[src/rtl/mux_arb_2x1.sv]
// mux_arb_2x1
// -----------
// Merges two valid-qualified byte streams into one registered output
// stream. Each lane is buffered in its own small FIFO and a round-robin
// arbiter drains both FIFOs, one word per cycle, into dataOut.
//
// Parameters:
//   DATA_WIDTH  width of every data port and FIFO entry
//   DEPTH       entries per lane FIFO (power of two, >= 2)
//   AF_THRESH   almostFullN asserts when FIFO N occupancy >= AF_THRESH
//
// Ports:
//   clk          single clock, all state on the rising edge
//   reset        asynchronous, active-low reset
//   dataIn0/1    lane write data
//   validIn0/1   lane write strobes
//   pause        downstream stall, 1 = no pop this cycle
//   fullOut0/1   FIFO occupancy == DEPTH
//   almostFull0/1 FIFO occupancy >= AF_THRESH
//   dataOut      merged data (registered)
//   validOut     dataOut holds a new word this cycle
//   srcOut       lane that supplied the current dataOut
//
// Optional build macro MUX_ARB_OVF_EN adds sticky per-lane overflow flags
// ovf0/ovf1 (set when a lane word is dropped) and their clear input ovfClr.

module mux_arb_2x1 #(
    parameter int DATA_WIDTH = 8,
    parameter int DEPTH      = 4,
    parameter int AF_THRESH  = 3
) (
    input  logic                  clk,
    input  logic                  reset,
`ifdef MUX_ARB_OVF_EN
    input  logic                  ovfClr,
    output logic                  ovf0,
    output logic                  ovf1,
`endif
    input  logic [DATA_WIDTH-1:0] dataIn0,
    input  logic                  validIn0,
    input  logic [DATA_WIDTH-1:0] dataIn1,
    input  logic                  validIn1,
    input  logic                  pause,
    output logic                  fullOut0,
    output logic                  fullOut1,
    output logic                  almostFull0,
    output logic                  almostFull1,
    output logic [DATA_WIDTH-1:0] dataOut,
    output logic                  validOut,
    output logic                  srcOut
);

    localparam int PW = $clog2(DEPTH);
    localparam int CW = PW + 1;

    // Per-lane FIFO storage and bookkeeping, indexed by lane number.
    logic [DATA_WIDTH-1:0] mem     [2][DEPTH];
    logic [PW-1:0]         wrPtr   [2];
    logic [PW-1:0]         rdPtr   [2];
    logic [CW-1:0]         count   [2];
    logic [DATA_WIDTH-1:0] dataIn  [2];
    logic [1:0]            validIn;

    logic [1:0]            notEmpty;
    logic [1:0]            pop;
    logic [1:0]            accept;
    logic                  grantValid;
    logic                  grantLane;
    logic                  lastGrant;
    logic [DATA_WIDTH-1:0] headData;

    assign dataIn[0] = dataIn0;
    assign dataIn[1] = dataIn1;
    assign validIn   = {validIn1, validIn0};

    // Arbitration and push acceptance, all derived from registered counts.
    // With both lanes non-empty the lane that did not win last time is
    // chosen, giving strict alternation. A push into a full FIFO is still
    // accepted when that FIFO pops in the same cycle, since a slot frees up.
    always_comb begin
        notEmpty   = {count[1] != '0, count[0] != '0};
        grantValid = 1'b0;
        grantLane  = 1'b0;
        pop        = 2'b00;
        accept     = 2'b00;
        if (!pause && (notEmpty != 2'b00)) begin
            grantValid = 1'b1;
            if (notEmpty == 2'b11) begin
                grantLane = ~lastGrant;
            end else begin
                grantLane = notEmpty[1];
            end
        end
        if (grantValid) begin
            pop[grantLane] = 1'b1;
        end
        for (int i = 0; i < 2; i++) begin
            accept[i] = validIn[i] && ((count[i] != CW'(DEPTH)) || pop[i]);
        end
    end

    assign headData = mem[grantLane][rdPtr[grantLane]];

    // FIFO pointers and occupancy. Pointers are PW bits wide so they wrap
    // modulo DEPTH on their own; a simultaneous push and pop leaves the
    // occupancy unchanged.
    always_ff @(posedge clk or negedge reset) begin
        if (!reset) begin
            for (int i = 0; i < 2; i++) begin
                wrPtr[i] <= '0;
                rdPtr[i] <= '0;
                count[i] <= '0;
            end
        end else begin
            for (int i = 0; i < 2; i++) begin
                if (accept[i]) begin
                    wrPtr[i] <= wrPtr[i] + PW'(1);
                end
                if (pop[i]) begin
                    rdPtr[i] <= rdPtr[i] + PW'(1);
                end
                case ({accept[i], pop[i]})
                    2'b10:   count[i] <= count[i] + CW'(1);
                    2'b01:   count[i] <= count[i] - CW'(1);
                    default: count[i] <= count[i];
                endcase
            end
        end
    end

    // FIFO data array. Not reset: contents are only ever read behind the
    // read pointer, which reset returns to the empty state.
    always_ff @(posedge clk) begin
        for (int i = 0; i < 2; i++) begin
            if (accept[i]) begin
                mem[i][wrPtr[i]] <= dataIn[i];
            end
        end
    end

    // Registered output stage. Without a grant only validOut drops; dataOut
    // and srcOut keep the last delivered word. lastGrant resets to 1 so that
    // lane 0 wins the first tie.
    always_ff @(posedge clk or negedge reset) begin
        if (!reset) begin
            dataOut   <= '0;
            validOut  <= 1'b0;
            srcOut    <= 1'b0;
            lastGrant <= 1'b1;
        end else if (grantValid) begin
            dataOut   <= headData;
            validOut  <= 1'b1;
            srcOut    <= grantLane;
            lastGrant <= grantLane;
        end else begin
            validOut  <= 1'b0;
        end
    end

    assign fullOut0    = (count[0] == CW'(DEPTH));
    assign fullOut1    = (count[1] == CW'(DEPTH));
    assign almostFull0 = (count[0] >= CW'(AF_THRESH));
    assign almostFull1 = (count[1] >= CW'(AF_THRESH));

`ifdef MUX_ARB_OVF_EN
    logic [1:0] drop;

    assign drop = validIn & ~accept;

    // Sticky overflow flags. A drop in the same cycle as a clear wins, so
    // no drop event is ever lost.
    always_ff @(posedge clk or negedge reset) begin
        if (!reset) begin
            ovf0 <= 1'b0;
            ovf1 <= 1'b0;
        end else begin
            if (drop[0]) begin
                ovf0 <= 1'b1;
            end else if (ovfClr) begin
                ovf0 <= 1'b0;
            end
            if (drop[1]) begin
                ovf1 <= 1'b1;
            end else if (ovfClr) begin
                ovf1 <= 1'b0;
            end
        end
    end
`endif

endmodule

[config.mk]
export PLATFORM = sky130hd
export DESIGN_NAME = mux_arb_2x1
export DESIGN_NICKNAME = d
export VERILOG_FILES = /design/src/rtl/mux_arb_2x1.sv
export SDC_FILE = /design/constraint.sdc
export NUM_CORES = 1
export LEC_CHECK = 0
export CORE_ASPECT_RATIO = 2
export CORE_UTILIZATION = 57
export DETAILED_ROUTE_END_ITERATION = 7
export PLACE_DENSITY = 0.8
export SLEW_MARGIN = 20
export SYNTH_ARGS = -nofsm -noshare
export SYNTH_HDL_FRONTEND = slang
export SYNTH_SLANG_ARGS = --single-unit
[constraint.sdc]
create_clock -name clk -period 3.3 [get_ports clk]
set_clock_uncertainty 0.1 [all_clocks]
set_input_delay 0.495 -clock clk [delete_from_list [all_inputs] [get_ports clk]]
set_output_delay 0.495 -clock clk [all_outputs]
set_load 0.05 [all_outputs]
== After elaboration in Yosys (flattened, before gate mapping) ==
Memories as Yosys holds them, arrays and structs flattened.
Index checks and enable logic that the tools add are counted.
Word-level totals
  bits in registers: 25
  bits in latches: 0
  RAM bits: 64
  ROM bits: 0
  bits of input ports: 21
  output and inout port bits: 14
  logic and storage cells: 80
  memories: 1
Memories
  mem: words 2, width 32, rd ports 1, clocked after memory_dff 0, write ports 2, line 57  | logic [DATA_WIDTH-1:0] mem [2][DEPTH];
Operators by class
  $add $sub $neg: 8
  multipliers: 0
  divide/modulo/power cells: 0
  $lt $le $gt $ge: 10
  equality and inequality tests: 9
  shifts and indexed selects: 0
  multiplexer cells: 23
  bitwise operators: 5
  reductions and logical operators: 14
Operators with widths (number)
  2-to-1 mux 32 bit: 2
  demux 8 bit (select 2 bit): 2
  2-to-1 mux 8 bit: 4
  binary-select mux 8 bit (select 2 bit): 1
  one-hot mux 3 bit (2 select lines): 2
  >= comparator 3 bit, second input constant: 3
  inverter 2 -> 3 bit: 3
  adder 2 x 1 -> 2 bit, second input constant: 4
  2-to-1 mux 2 bit: 4
  2-to-1 mux 1 bit: 7
  adder 3 x 1 -> 3 bit, second input constant: 2
  == test 2 bit, second input constant: 3
  == test 3 bit, second input constant: 2
  >= comparator 3 x 2 -> 1 bit, second input constant: 2
  logical AND 1 bit: 6
  < comparator 3 x 1 -> 1 bit, second input constant: 2
  inequality test 3 bit, second input constant: 2
  nonzero test 2 bit: 3
  nonzero test 3 bit: 2
  subtractor 3 x 1 -> 3 bit, second input constant: 2
  == test 2 x 1 -> 1 bit, second input constant: 2
  >= comparator 2 bit, second input constant: 1
  logical OR 1 bit: 2
  < comparator 1 x 2 -> 1 bit, second input constant: 1
  5 further kinds: 5

== Longest topological paths before layout ==
  depth in word-level cells: 13
  gate-level depth with buffers: 6
  mapped depth without buffers: 6

== Least setup slack after synthesis ==
Ideal clock, no wire load.
  kind: register to register
  start point: register count[4] in the netlist's numbering
  end point: memory mem[0][0] in the netlist's numbering, enable pin
  library setup time: 277 ps
  arrival: 2405 ps
  required time: 2923 ps
  slack: 518 ps
  cell stages (with the launch flop): 4
  buffers on the path: 0
  period minus slack after synthesis: 2782 ps
  cell sequence: dfrtp_1 > nor3b_1 > a21boi_1 > and2_1
RTL lines
  start, declared: line 60  | logic [CW-1:0] count [2];
  start signal, assigned by index: line 123  | 2'b10: count[i] <= count[i] + CW'(1);
  start signal, assigned by index: line 124  | 2'b01: count[i] <= count[i] - CW'(1);
  start signal, assigned by index: line 125  | default: count[i] <= count[i];
  end, declared: line 57

== Final worst setup path ==
  start point: register count[2] in the netlist's numbering
  end point: output fullOut1
Between the ends
  cells in the longest elaborated chain, start to end: 1
Ends and longest elaborated chain
  == test 3 bit: line 161  | assign fullOut1 = (count[1] == CW'(DEPTH));
  end, declared: line 45  | output logic fullOut1,
No other way between the ends.

==> impl_metrics.toml <==
[drt]
vias = 2174
drc = 0
viasPerCell = 5.69
wl_per_cell_um = 18.8
drtPass1Iterations = 4
drt_iter0_drc = 125
ant_nets = 0
routed_wirelength_um = 7190

[worst_setup_path]
r2r_cells = 5
worst_ep_required_time_ns = 2.70
crit_path_max_fanout = 5
critPathLaunchType = "flop"
crit_path_end_kind = "output port"
reg2reg_from = "count[2]"
regToRegEndpoint = "count[5]"
worst-r2r-setup-slack_ns = 0.74
critPathKind = "reg2out"
arrival_ns = 2.17

[layout]
ff_latch_area_um2 = 2550
drive_gt1_share_pct = 16.7
num-fill-cells = 453
antenna_cells = 0
fin_area_um2 = 4620
syn_to_final_growth_pct = 19.4
instances_no_fill = 382
final_nets = 320
multi_input_area_um2 = 1230

[die]
dieArea_um2 = 7150
core_area_um2 = 6570
die_y_um = 119
initial_core_util_pct = 58.9
fp-row-count = 42
die_w_um = 60.3
num_io_pins = 35

[sta]
slew_violations = 0
finalCriticalPeriod_ns = 2.77
finalHoldViolCount = 0
rsz0062_at_grt = "false"
timing.final.ws_setup_ns = 0.535
slew_headroom_pct = 36.7
fin_setup_tns_ns = 0
tightestPinTransition_ns = 0.950
fmax_mhz = 362
finalCritPeriodShare_pct = 83.8
finalSetupViolations = 0

[global_route]
grt_remaining_overflow = 0
grt_pass1_vias = 2216
grt_start_max_net_pins = 26
grt_pass1_wl_um = 10700
antenna_found_initial = 0
met2_usage_pct = 38.8
grt_usage_pct = 22.3
grt_util_met1_pct = 21.1
grt.met3_usage_pct = 6.02
busiest_layer = "met2"

[hold_path]
holdPathStages = 2
min_path_type = "reg2reg"
min_from = "srcOut"
hold-path-endpoint = "srcOut"

[clocking]
cts_root_buf = "clkbuf_16"
cts_max_level = 3
clk_path_buf_depth = 2
cts_resized = 0
cts_hold_buf = 0
clk_pin_slew_worst_paths_ns = 0.06
numCtsBuffers = 9
clock_sinks = 89
clk_latency_ns = 0.33
postCtsSetupBuffers = 0
cts_tree = "built"

[yosys]
synth_largest_area_cell = "edfxtp_1"
netlist_instances = 245
seq_area_frac_synth_pct = 65.8
synth_area_um2 = 3870
syn_nets = 276
yosysUniqueCellTypes = 44
avgSynthCellArea_um2 = 15.8
yosys_warnings = 0
ys_seq_elements = 89
synth.top_cell.area_share_pct = 49.6
synthTopCellsByArea = "edfxtp_1 (50%), dfrtp_1 (16%), mux2i_1 (8.5%)"

[placement]
dp_worst_setup_slack_ns = 0.546
placed_cells = 366
gp_congestion = 0.758
dpl_cell_area_um2 = 4330
dp_hpwl_um = 5160
io_buffer_count = 34

[flow_run]
cap_violations = 0

[power_and_ir_drop]
peakVddDrop_mv = 0.555
pwr_density_cell_nw_per_um2 = 973
p_leak_uw = 0.00181
total_power_uw = 4500

[run_status]
outcome = "finished, final reports clean"
-- state kept, by name, summed over array words and instances (netlist names) --
name / cells
mem: 64
wrPtr: 4
srcOut: 1
lastGrant: 1
rdPtr: 4
dataOut: 8
count: 6
validOut: 1
-- synthesized netlist by cell type --
master	instances
or3_1	1
o211ai_1	1
a211oi_2	1
mux2_2	12
o221ai_2	1
clkbuf_1	2
a22o_1	1
a31oi_1	1
nor2_1	6
nor4_1	1
edfxtp_1	64
buf_2	5
buf_6	1
nand4_1	1
or3b_2	2
nand2_1	14
o21bai_1	1
dfrtp_1	24
o221ai_1	7
or4_1	1
nor3b_1	1
o31a_1	1
xnor2_1	6
dfstp_2	1
nor3_2	2
or4b_2	1
a21oi_1	2
a21boi_1	1
mux2_4	7
a21o_1	3
o21ai_0	2
xor2_1	4
a2111oi_4	1
inv_1	13
o21ai_1	1
fa_1	2
nor3_1	1
or3_4	1
and2_1	4
mux2i_1	33
nor4b_1	1
ha_1	8
nand2b_1	1
o311ai_0	1
-- per-stage QoR --
stage | util (%) | hold slack, ns
2_1_floorplan | - | 0.0994
3_3_place_gp | 65.9 | 0.366
3_5_place_dp | 65.9 | 0.363
4_1_cts | 70.3 | 0.378
5_1_grt | 70.3 | 0.413
6_report | 70.3 | 0.371
-- where the power goes --
| group | total (uW) | switching, uW | internal [uW] |
|---|---|---|---|
| clock network | 979 | 375 | 605 |
| logic | 1680 | 922 | 758 |
| registers | 1840 | 297 | 1540 |
-- how the worst max path moves through the flow --
stage	slack, ns	end	start
global route	0.46	fullOut1	count[1]
floorplan	0.52	mem[0][0]	count[4]
CTS	0.52	fullOut1	count[1]
finish	0.53	fullOut1	count[2]
detailed placement	0.55	count[1]	pause
global placement	0.59	count[1]	pause
-- per-layer routing --
layer / vias up / share of wire, % / wire [um]
met1: 1091 / 34 / 2460
met3: 23 / 3.5 / 249
met4: 0 / 5.2 / 371
met2: 60 / 57 / 4110
li1: 1000 / - / -
met5: - / 0 / 0
-- worst max-delay path: stages (launching register included) --
cell,delay (ns)
dfrtp_1,0.46
or3b_2,0.51
inv_1,0.07
clkdlybuf4s50_1,0.79
-- cell families (layout without fill, tap and decap cells) --
logic type | after synthesis | after routing | share of synthesized area [%]
DFF | 89 | 89 | 65.8
muxes | 52 | 52 | 14.7
and+or+nand+nor | 38 | 38 | 5.49
AOI/OAI and AO/OA | 25 | 25 | 5.66
buffers and inverters | 21 | 70 | 2.39
adders and majority gates | 10 | 10 | 3.62
xor gates and xnor gates | 10 | 10 | 2.26
-- layout make-up --
type	count	share of cell area [%]
Sequential cell	89	55.2
Timing Repair Buffer	41	8.50
Inverter	13	1.06
Clock buffer	13	5.42
Tap cell	88	2.38
Multi-Input combinational cell	135	26.6
Clock inverter	3	0.867
-- cells in the final DEF, fill, tap and decap left out, types with 2 or more instances in the layout --
master / n
mux2_4: 7
mux2_2: 12
clkinv_2: 2
fa_1: 2
mux2i_1: 33
clkbuf_16: 9
nor2_1: 6
clkbuf_1: 3
nand2_1: 14
o21ai_0: 2
buf_4: 7
nor3_2: 2
a21o_1: 3
and2_1: 4
clkdlybuf4s50_1: 34
a21oi_1: 2
inv_1: 13
dfrtp_1: 24
ha_1: 8
xnor2_1: 6
edfxtp_1: 64
or3b_2: 2
o221ai_1: 7
xor2_1: 4
Note: power is estimated with default switching activity, not from simulation.
